===== config.mk =====
export PLATFORM = sky130hd
export DESIGN_NAME = control_sequencer
export DESIGN_NICKNAME = d
export VERILOG_FILES = /design/src/rtl/cpu_pkg.sv /design/src/rtl/step_sync.sv /design/src/rtl/control_sequencer.sv
export SDC_FILE = /design/constraint.sdc
export NUM_CORES = 1
export LEC_CHECK = 0
export BUFFER_PORTS_ARGS = -buffer_cell sky130_fd_sc_hd__buf_2
export CAP_MARGIN = 20
export CORE_MARGIN = 4
export CORE_UTILIZATION = 40
export DETAILED_ROUTE_END_ITERATION = 6
export GPL_ROUTABILITY_DRIVEN = 0
export GPL_TIMING_DRIVEN = 0
export PLACE_DENSITY = 0.77
export SYNTH_ARGS = -nofsm -noshare
export SYNTH_HDL_FRONTEND = slang
export SYNTH_SLANG_ARGS = --single-unit

===== constraint.sdc =====
create_clock -name clock -period 2.5 [get_ports clock]
set_clock_uncertainty 0.2 [all_clocks]
set_input_delay 0.5 -clock clock [delete_from_list [all_inputs] [get_ports clock]]
set_output_delay 0.5 -clock clock [all_outputs]
set_load 0.01 [all_outputs]

===== src/rtl/cpu_pkg.sv =====
// Shared CPU definitions: sequencer states, opcode map and ALU function codes.
// Also used by the ALU and datapath, so encodings here are the single source of truth.
package cpu_pkg;

    typedef enum logic [3:0] {
        S_RST,
        T0, T1, T2, T3, T4, T5, T6, T7,
        S_HALT,
        S_STEP
    } state_t;

    localparam logic [4:0] OP_LD   = 5'b00000;
    localparam logic [4:0] OP_LDI  = 5'b00001;
    localparam logic [4:0] OP_ST   = 5'b00010;
    localparam logic [4:0] OP_ADD  = 5'b00011;
    localparam logic [4:0] OP_SUB  = 5'b00100;
    localparam logic [4:0] OP_AND  = 5'b00101;
    localparam logic [4:0] OP_OR   = 5'b00110;
    localparam logic [4:0] OP_SHR  = 5'b00111;
    localparam logic [4:0] OP_SHL  = 5'b01000;
    localparam logic [4:0] OP_ROR  = 5'b01001;
    localparam logic [4:0] OP_ROL  = 5'b01010;
    localparam logic [4:0] OP_ADDI = 5'b01011;
    localparam logic [4:0] OP_ANDI = 5'b01100;
    localparam logic [4:0] OP_ORI  = 5'b01101;
    localparam logic [4:0] OP_MUL  = 5'b01110;
    localparam logic [4:0] OP_DIV  = 5'b01111;
    localparam logic [4:0] OP_NEG  = 5'b10000;
    localparam logic [4:0] OP_NOT  = 5'b10001;
    localparam logic [4:0] OP_BR   = 5'b10010;
    localparam logic [4:0] OP_JR   = 5'b10011;
    localparam logic [4:0] OP_IN   = 5'b10100;
    localparam logic [4:0] OP_OUT  = 5'b10101;
    localparam logic [4:0] OP_MFHI = 5'b10110;
    localparam logic [4:0] OP_MFLO = 5'b10111;
    localparam logic [4:0] OP_NOP  = 5'b11000;
    localparam logic [4:0] OP_HALT = 5'b11011;

    // Zero is reserved so an idle alu_op is never mistaken for a real function.
    localparam logic [4:0] ALU_NONE = 5'd0;
    localparam logic [4:0] ALU_ADD  = 5'd1;
    localparam logic [4:0] ALU_SUB  = 5'd2;
    localparam logic [4:0] ALU_AND  = 5'd3;
    localparam logic [4:0] ALU_OR   = 5'd4;
    localparam logic [4:0] ALU_SHR  = 5'd5;
    localparam logic [4:0] ALU_SHL  = 5'd6;
    localparam logic [4:0] ALU_ROR  = 5'd7;
    localparam logic [4:0] ALU_ROL  = 5'd8;
    localparam logic [4:0] ALU_NEG  = 5'd9;
    localparam logic [4:0] ALU_NOT  = 5'd10;
    localparam logic [4:0] ALU_MUL  = 5'd11;
    localparam logic [4:0] ALU_DIV  = 5'd12;

    function automatic state_t last_exec_state(input logic [4:0] op);
        state_t s;
        s = T3;
        case (op)
            OP_LD, OP_ST:                  s = T7;
            OP_MUL, OP_DIV, OP_BR:         s = T6;
            OP_LDI, OP_ADD, OP_SUB, OP_AND, OP_OR, OP_SHR, OP_SHL, OP_ROR, OP_ROL,
            OP_NEG, OP_NOT, OP_ADDI, OP_ANDI, OP_ORI:
                                           s = T5;
            default:                       s = T3;
        endcase
        return s;
    endfunction

    function automatic logic [4:0] alu_for_op(input logic [4:0] op);
        logic [4:0] a;
        a = ALU_NONE;
        case (op)
            OP_ADD, OP_ADDI: a = ALU_ADD;
            OP_SUB:          a = ALU_SUB;
            OP_AND, OP_ANDI: a = ALU_AND;
            OP_OR, OP_ORI:   a = ALU_OR;
            OP_SHR:          a = ALU_SHR;
            OP_SHL:          a = ALU_SHL;
            OP_ROR:          a = ALU_ROR;
            OP_ROL:          a = ALU_ROL;
            OP_NEG:          a = ALU_NEG;
            OP_NOT:          a = ALU_NOT;
            OP_MUL:          a = ALU_MUL;
            OP_DIV:          a = ALU_DIV;
            default:         a = ALU_NONE;
        endcase
        return a;
    endfunction

endpackage


===== src/rtl/step_sync.sv =====
// Synchronises the asynchronous single-step button and emits a one-cycle pulse per rising edge.
module step_sync (
    input  logic i_clk,
    input  logic i_rst_n,
    input  logic i_step,
    output logic o_rise
);

    logic r_meta;
    logic r_sync;
    logic r_prev;

    always_ff @(posedge i_clk or negedge i_rst_n) begin
        if (!i_rst_n) begin
            r_meta <= 1'b0;
            r_sync <= 1'b0;
            r_prev <= 1'b0;
        end else begin
            r_meta <= i_step;
            r_sync <= r_meta;
            r_prev <= r_sync;
        end
    end

    assign o_rise = r_sync & ~r_prev;

endmodule


===== src/rtl/control_sequencer.sv =====
// Hardwired Moore control unit: fetch T0-T2, per-opcode execute T3-T7, memory-ready stalls.
// Optional SINGLE_STEP_EN parks in S_STEP after each instruction until a step button edge.
module control_sequencer
    import cpu_pkg::*;
#(
    parameter int unsigned OPW  = 5,
    parameter int unsigned ALUW = 5
) (
    input  logic            clock,
    input  logic            reset_n,
    input  logic [31:0]     ir,
    input  logic            con_ff,
    input  logic            mem_ready,
    input  logic            stop,
    input  logic            step,
    output logic            gra,
    output logic            grb,
    output logic            grc,
    output logic            rin,
    output logic            rout,
    output logic            ba_out,
    output logic            pc_out,
    output logic            zlo_out,
    output logic            zhi_out,
    output logic            mdr_out,
    output logic            hi_out,
    output logic            lo_out,
    output logic            inport_out,
    output logic            c_out,
    output logic            pc_in,
    output logic            inc_pc,
    output logic            mar_in,
    output logic            mdr_in,
    output logic            ir_in,
    output logic            y_in,
    output logic            z_in,
    output logic            hi_in,
    output logic            lo_in,
    output logic            con_in,
    output logic            outport_in,
    output logic            read,
    output logic            write,
    output logic [ALUW-1:0] alu_op,
    output logic            run
);

    state_t          r_state;
    state_t          w_next;
    state_t          w_last;
    state_t          w_bound;
    logic [OPW-1:0]  w_op;
    logic            w_stall;
    logic            w_is_rr;
    logic            w_is_imm;
    logic            w_is_mem;
    logic            w_is_muldiv;
    logic            w_unused_ir;

    assign w_op        = ir[31 -: OPW];
    assign w_unused_ir = ^ir[31-OPW:0];

    assign w_is_rr     = w_op inside {OP_ADD, OP_SUB, OP_AND, OP_OR, OP_SHR, OP_SHL, OP_ROR,
                                      OP_ROL, OP_NEG, OP_NOT};
    assign w_is_imm    = w_op inside {OP_ADDI, OP_ANDI, OP_ORI};
    assign w_is_mem    = w_op inside {OP_LD, OP_LDI, OP_ST};
    assign w_is_muldiv = w_op inside {OP_MUL, OP_DIV};

`ifdef SINGLE_STEP_EN
    logic w_step_rise;

    step_sync u_step_sync (
        .i_clk   (clock),
        .i_rst_n (reset_n),
        .i_step  (step),
        .o_rise  (w_step_rise)
    );
`else
    logic w_unused_step;
    assign w_unused_step = step;
`endif

    // Any cycle strobing memory holds until the access completes.
    assign w_stall = (read | write) & ~mem_ready;

    always_comb begin
        w_last = last_exec_state(w_op);
`ifdef SINGLE_STEP_EN
        w_bound = stop ? S_HALT : S_STEP;
`else
        w_bound = stop ? S_HALT : T0;
`endif
        w_next = r_state;
        unique case (r_state)
            S_RST:  w_next = T0;
            T0:     w_next = T1;
            T1:     w_next = T2;
            T2:     w_next = T3;
            T3:     w_next = (w_op == OP_HALT) ? S_HALT : ((w_last == T3) ? w_bound : T4);
            T4:     w_next = (w_last == T4) ? w_bound : T5;
            T5:     w_next = (w_last == T5) ? w_bound : T6;
            T6:     w_next = (w_last == T6) ? w_bound : T7;
            T7:     w_next = w_bound;
            S_HALT: w_next = S_HALT;
`ifdef SINGLE_STEP_EN
            S_STEP: w_next = w_step_rise ? T0 : S_STEP;
`else
            S_STEP: w_next = T0;
`endif
            default: w_next = S_RST;
        endcase
        if (w_stall) w_next = r_state;
    end

    always_ff @(posedge clock or negedge reset_n) begin
        if (!reset_n) r_state <= S_RST;
        else          r_state <= w_next;
    end

    always_comb begin
        gra = 1'b0; grb = 1'b0; grc = 1'b0; rin = 1'b0; rout = 1'b0; ba_out = 1'b0;
        pc_out = 1'b0; zlo_out = 1'b0; zhi_out = 1'b0; mdr_out = 1'b0; hi_out = 1'b0;
        lo_out = 1'b0; inport_out = 1'b0; c_out = 1'b0;
        pc_in = 1'b0; inc_pc = 1'b0; mar_in = 1'b0; mdr_in = 1'b0; ir_in = 1'b0; y_in = 1'b0;
        z_in = 1'b0; hi_in = 1'b0; lo_in = 1'b0; con_in = 1'b0; outport_in = 1'b0;
        read = 1'b0; write = 1'b0;
        alu_op = ALU_NONE;
        run = !(r_state inside {S_RST, S_HALT, S_STEP});
        unique case (r_state)
            T0: begin pc_out = 1'b1; mar_in = 1'b1; inc_pc = 1'b1; z_in = 1'b1; end
            T1: begin zlo_out = 1'b1; pc_in = 1'b1; read = 1'b1; mdr_in = 1'b1; end
            T2: begin mdr_out = 1'b1; ir_in = 1'b1; end
            T3: begin
                if (w_is_rr || w_is_imm) begin
                    grb = 1'b1; rout = 1'b1; y_in = 1'b1;
                end else if (w_is_mem) begin
                    grb = 1'b1; ba_out = 1'b1; y_in = 1'b1;
                end else if (w_is_muldiv) begin
                    gra = 1'b1; rout = 1'b1; y_in = 1'b1;
                end else if (w_op == OP_BR) begin
                    gra = 1'b1; rout = 1'b1; con_in = 1'b1;
                end else if (w_op == OP_JR) begin
                    gra = 1'b1; rout = 1'b1; pc_in = 1'b1;
                end else if (w_op == OP_MFHI) begin
                    hi_out = 1'b1; gra = 1'b1; rin = 1'b1;
                end else if (w_op == OP_MFLO) begin
                    lo_out = 1'b1; gra = 1'b1; rin = 1'b1;
                end else if (w_op == OP_IN) begin
                    inport_out = 1'b1; gra = 1'b1; rin = 1'b1;
                end else if (w_op == OP_OUT) begin
                    gra = 1'b1; rout = 1'b1; outport_in = 1'b1;
                end
            end
            T4: begin
                if (w_is_rr) begin
                    grc = 1'b1; rout = 1'b1; z_in = 1'b1; alu_op = alu_for_op(w_op);
                end else if (w_is_imm) begin
                    c_out = 1'b1; z_in = 1'b1; alu_op = alu_for_op(w_op);
                end else if (w_is_mem) begin
                    c_out = 1'b1; z_in = 1'b1; alu_op = ALU_ADD;
                end else if (w_is_muldiv) begin
                    grb = 1'b1; rout = 1'b1; z_in = 1'b1; alu_op = alu_for_op(w_op);
                end else if (w_op == OP_BR) begin
                    pc_out = 1'b1; y_in = 1'b1;
                end
            end
            T5: begin
                if (w_is_rr || w_is_imm || w_op == OP_LDI) begin
                    zlo_out = 1'b1; gra = 1'b1; rin = 1'b1;
                end else if (w_op == OP_LD || w_op == OP_ST) begin
                    zlo_out = 1'b1; mar_in = 1'b1;
                end else if (w_is_muldiv) begin
                    zlo_out = 1'b1; lo_in = 1'b1;
                end else if (w_op == OP_BR) begin
                    c_out = 1'b1; z_in = 1'b1; alu_op = ALU_ADD;
                end
            end
            T6: begin
                if (w_op == OP_LD) begin
                    read = 1'b1; mdr_in = 1'b1;
                end else if (w_op == OP_ST) begin
                    gra = 1'b1; rout = 1'b1; mdr_in = 1'b1;
                end else if (w_is_muldiv) begin
                    zhi_out = 1'b1; hi_in = 1'b1;
                end else if (w_op == OP_BR && con_ff) begin
                    zlo_out = 1'b1; pc_in = 1'b1;
                end
            end
            T7: begin
                if (w_op == OP_LD) begin
                    mdr_out = 1'b1; gra = 1'b1; rin = 1'b1;
                end else if (w_op == OP_ST) begin
                    write = 1'b1;
                end
            end
            default: ;
        endcase
    end

endmodule


==> impl_metrics.py <==
metrics = {
    "yosys": {
        "synth.distinct_cells": 50,
        "ys_seq_area_frac": 0.0946,
        "synth-edff-count": 0,
        "synth_warnings": 0,
        "synth_top_flop_cell": "dfrtp_1",
        "syn_inst": 164,
        "syn_area_per_cell_um2": 6.45,
        "synth_nets": 203,
        "syn_area_um2": 1060,
        "synthArstFlopShare": 1.00,
        "ys_ff_latch": 4,
    },
    "cells_and_area": {
        "n_fill_cell": 218,
        "largest_registers": "r_state: 4 flops",
        "final_common_cell": "buf_2",
        "layout_common_cells": "35 x buf_2, 17 x nor2_1, 16 x buf_4",
        "final_util": 0.649,
        "area_growth_syn_to_layout_pct": 53.3,
        "design_area_um2": 1620,
        "nets": 260,
        "largest-register": "r_state",
        "antenna_cells": 0,
        "fin_cells": 249,
        "drive_above_1_share": 0.457,
        "largest_reg_flops": 4,
    },
    "setup_path": {
        "cp.required_ps": 1800,
        "path_max_fanout": 2,
        "crit_family": "simple AND/OR/NAND/NOR gates",
        "critical_path_class": "input pin to output port",
        "worst-path-buf-inv": 2,
        "crit_path_end_kind": "output port",
        "path_cells": "buf_6 > or4b_4 > o31ai_4 > or2_4 > nor2_4 > or3_1 > buf_2",
        "crit_path_start_kind": "input pin",
        "max_stage_delay_ps": 560,
        "slowest_stage": "or4b_4",
        "crit_arrival_ps": 1920,
    },
    "clock_network": {
        "clock_sinks": 4,
        "clk_pin_slew_ps": 40,
        "tritoncts": "done",
        "htree_levels": 1,
        "numCtsBuffers": 3,
        "cts_root_buf": "clkbuf_4",
        "clock_latency_ps": 240,
        "cts_buffer_depth": 2,
    },
    "floorplanning": {
        "core-area_um2": 2500,
        "die_height_um": 59.4,
        "die_area_um2": 3530,
        "die_x_um": 59.4,
        "rows": 18,
        "initial_core_util": 0.423,
        "pin_count": 71,
    },
    "timing": {
        "slew_violations": 0,
        "min_period_over_period": 1.05,
        "grt_setup_unrepaired": "yes",
        "period_needed_ps": 2620,
        "setup_slack_ps": -122,
        "hold_viol": 0,
        "finalSetupTns_ps": -190,
        "finalSetupViolCount": 5,
        "max_freq_mhz": 381,
        "fin_worst_hold_slack_ps": 401,
    },
    "global_route": {
        "grt_max_degree": 11,
        "grt_pass1_vias": 1228,
        "antenna_found_initial": 0,
        "grt_pass1_wl_mm": 5.75,
        "grtUsageTotal": 0.207,
        "overflow": 0,
    },
    "pwr": {
        "p_per_area_nw_per_um2": 686,
        "p_sw_mw": 0.557,
        "seqPwrFrac": 0.118,
        "clock_power_share": 0.076,
        "p_leak_nw": 0.745,
        "swShare": 0.501,
        "intPower_mw": 0.556,
        "power_mw": 1.11,
        "pwr-share-comb": 0.806,
        "ir_drop_mv": 0.564,
    },
    "placed_design": {
        "pre_cts_slack_ps": -242,
        "placedCellCount": 232,
        "numPortBuffers": 38,
        "dpl_cell_area_um2": 1290,
        "dpl.hpwl_mm": 2.56,
    },
    "detailed_routing": {
        "wl_per_cell_um": 15.4,
        "ant_nets": 0,
        "num_vias": 1494,
        "drc_errors": 0,
        "drtPass1Iterations": 4,
        "totalWireLength_mm": 3.83,
        "dr.first_iter.drc_count": 61,
        "via_per_inst": 6.00,
    },
    "run_status": {
        "failed_checks": "negative setup slack",
        "status": "complete, but fails checks",
    },
    "run": {
        "drv_cap": 0,
    },
    "hold_path": {
        "min_path_type": "input pin to asynchronous set/reset pin",
    },
}
## path summary, 6_finish.rpt
path,start,cells after the start,slack [ps],to
worst max-delay path,ir[29],7,-120,z_in
worst min-delay path,reset_n,2,400,r_state[3]$_DFFE_PN0N_
worst max register to register,r_state[2]$_DFFE_PN0N_,7,370,r_state[3]$_DFFE_PN0N_
worst min register to register,r_state[3]$_DFFE_PN0N_,2,450,r_state[1]$_DFFE_PN0N_
max in group asynchronous,reset_n,2,1570,r_state[1]$_DFFE_PN0N_
min in group clock,mem_ready,3,450,r_state[1]$_DFFE_PN0N_
## final cells by class
cell class / count / area [um^2] / area share
multi-input combinational: 138 / 980 / 0.604
timing repair buffer: 52 / 324 / 0.200
buffer: 17 / 135 / 0.0833
sequential: 4 / 101 / 0.0625
tap: 30 / 37.5 / 0.0231
clock buffer: 3 / 22.5 / 0.0139
inverter: 5 / 22.5 / 0.0139
## worst register-to-register path, cell delays in order, from the launching register on
cell	delay [ps]
dfrtp_1	390
buf_6	140
buf_4	130
nor2_1	230
nand2_1	160
a21oi_1	350
a31oi_1	90
or3_1	330
## Yosys cell counts (3+ instances only)
master	count	area [um^2]
buf_2	5	25.0
xor2_1	3	26.3
nor2_1	19	71.3
nor3b_1	3	22.5
a21oi_1	12	60.1
a22oi_1	4	30.0
nand3_1	6	30.0
nor2b_1	6	37.5
dfrtp_1	4	100
clkbuf_1	7	26.3
nor3_1	7	35.0
nand2b_1	6	37.5
nand2_1	13	48.8
o21ai_0	12	60.1
inv_1	4	15.0
mux2i_1	3	30.0
o22ai_1	6	37.5
or3_1	3	18.8
## power groups by stage
stage / sequential, mW / combinational [mW] / clock (mW)
after floorplan: 0.115 / 0.480 / 0
after CTS: 0.125 / 0.731 / 0.0853
after detailed placement: 0.124 / 0.679 / 0
final: 0.132 / 0.897 / 0.0843
after global placement: 0.122 / 0.671 / 0
after global routing: 0.136 / 0.970 / 0.0897
## logic make-up (layout without fill, tap and decap cells)
| group | after synthesis | count (layout) | share of synthesized area |
|---|---|---|---|
| xor gates and xnor gates | 4 | 4 | 0.0331 |
| and+or+nand+nor | 74 | 74 | 0.381 |
| muxes | 4 | 4 | 0.0390 |
| other | 1 | 1 | 0.00354 |
| adders and majority gates | 1 | 1 | 0.0118 |
| AOI/OAI and AO/OA | 54 | 54 | 0.331 |
| buffers and inverters | 22 | 77 | 0.106 |
| DFF | 4 | 4 | 0.0946 |
## repair_timing
| item | CTS | global route |
|---|---|---|
| endpoints found under the setup margin | 22 | 25 |
| pin swaps | 4 | 5 |
| endpoints found under the hold margin | 4 | 0 |
| hold buffers | 1 | 0 |
| setup buffers | 6 | 7 |
| resized for setup | 19 | 47 |
## metal layers
layer | global-route usage | wire length, um | vias to the layer above
li1 | - | - | 706
met1 | 0.304 | 1560 | 683
met2 | 0.314 | 1790 | 92
met3 | 0.0283 | 405 | 13
met4 | 0.0550 | 74 | 0
met5 | 0 | 0 | -
Note: power is estimated with default switching activity, not from simulation.
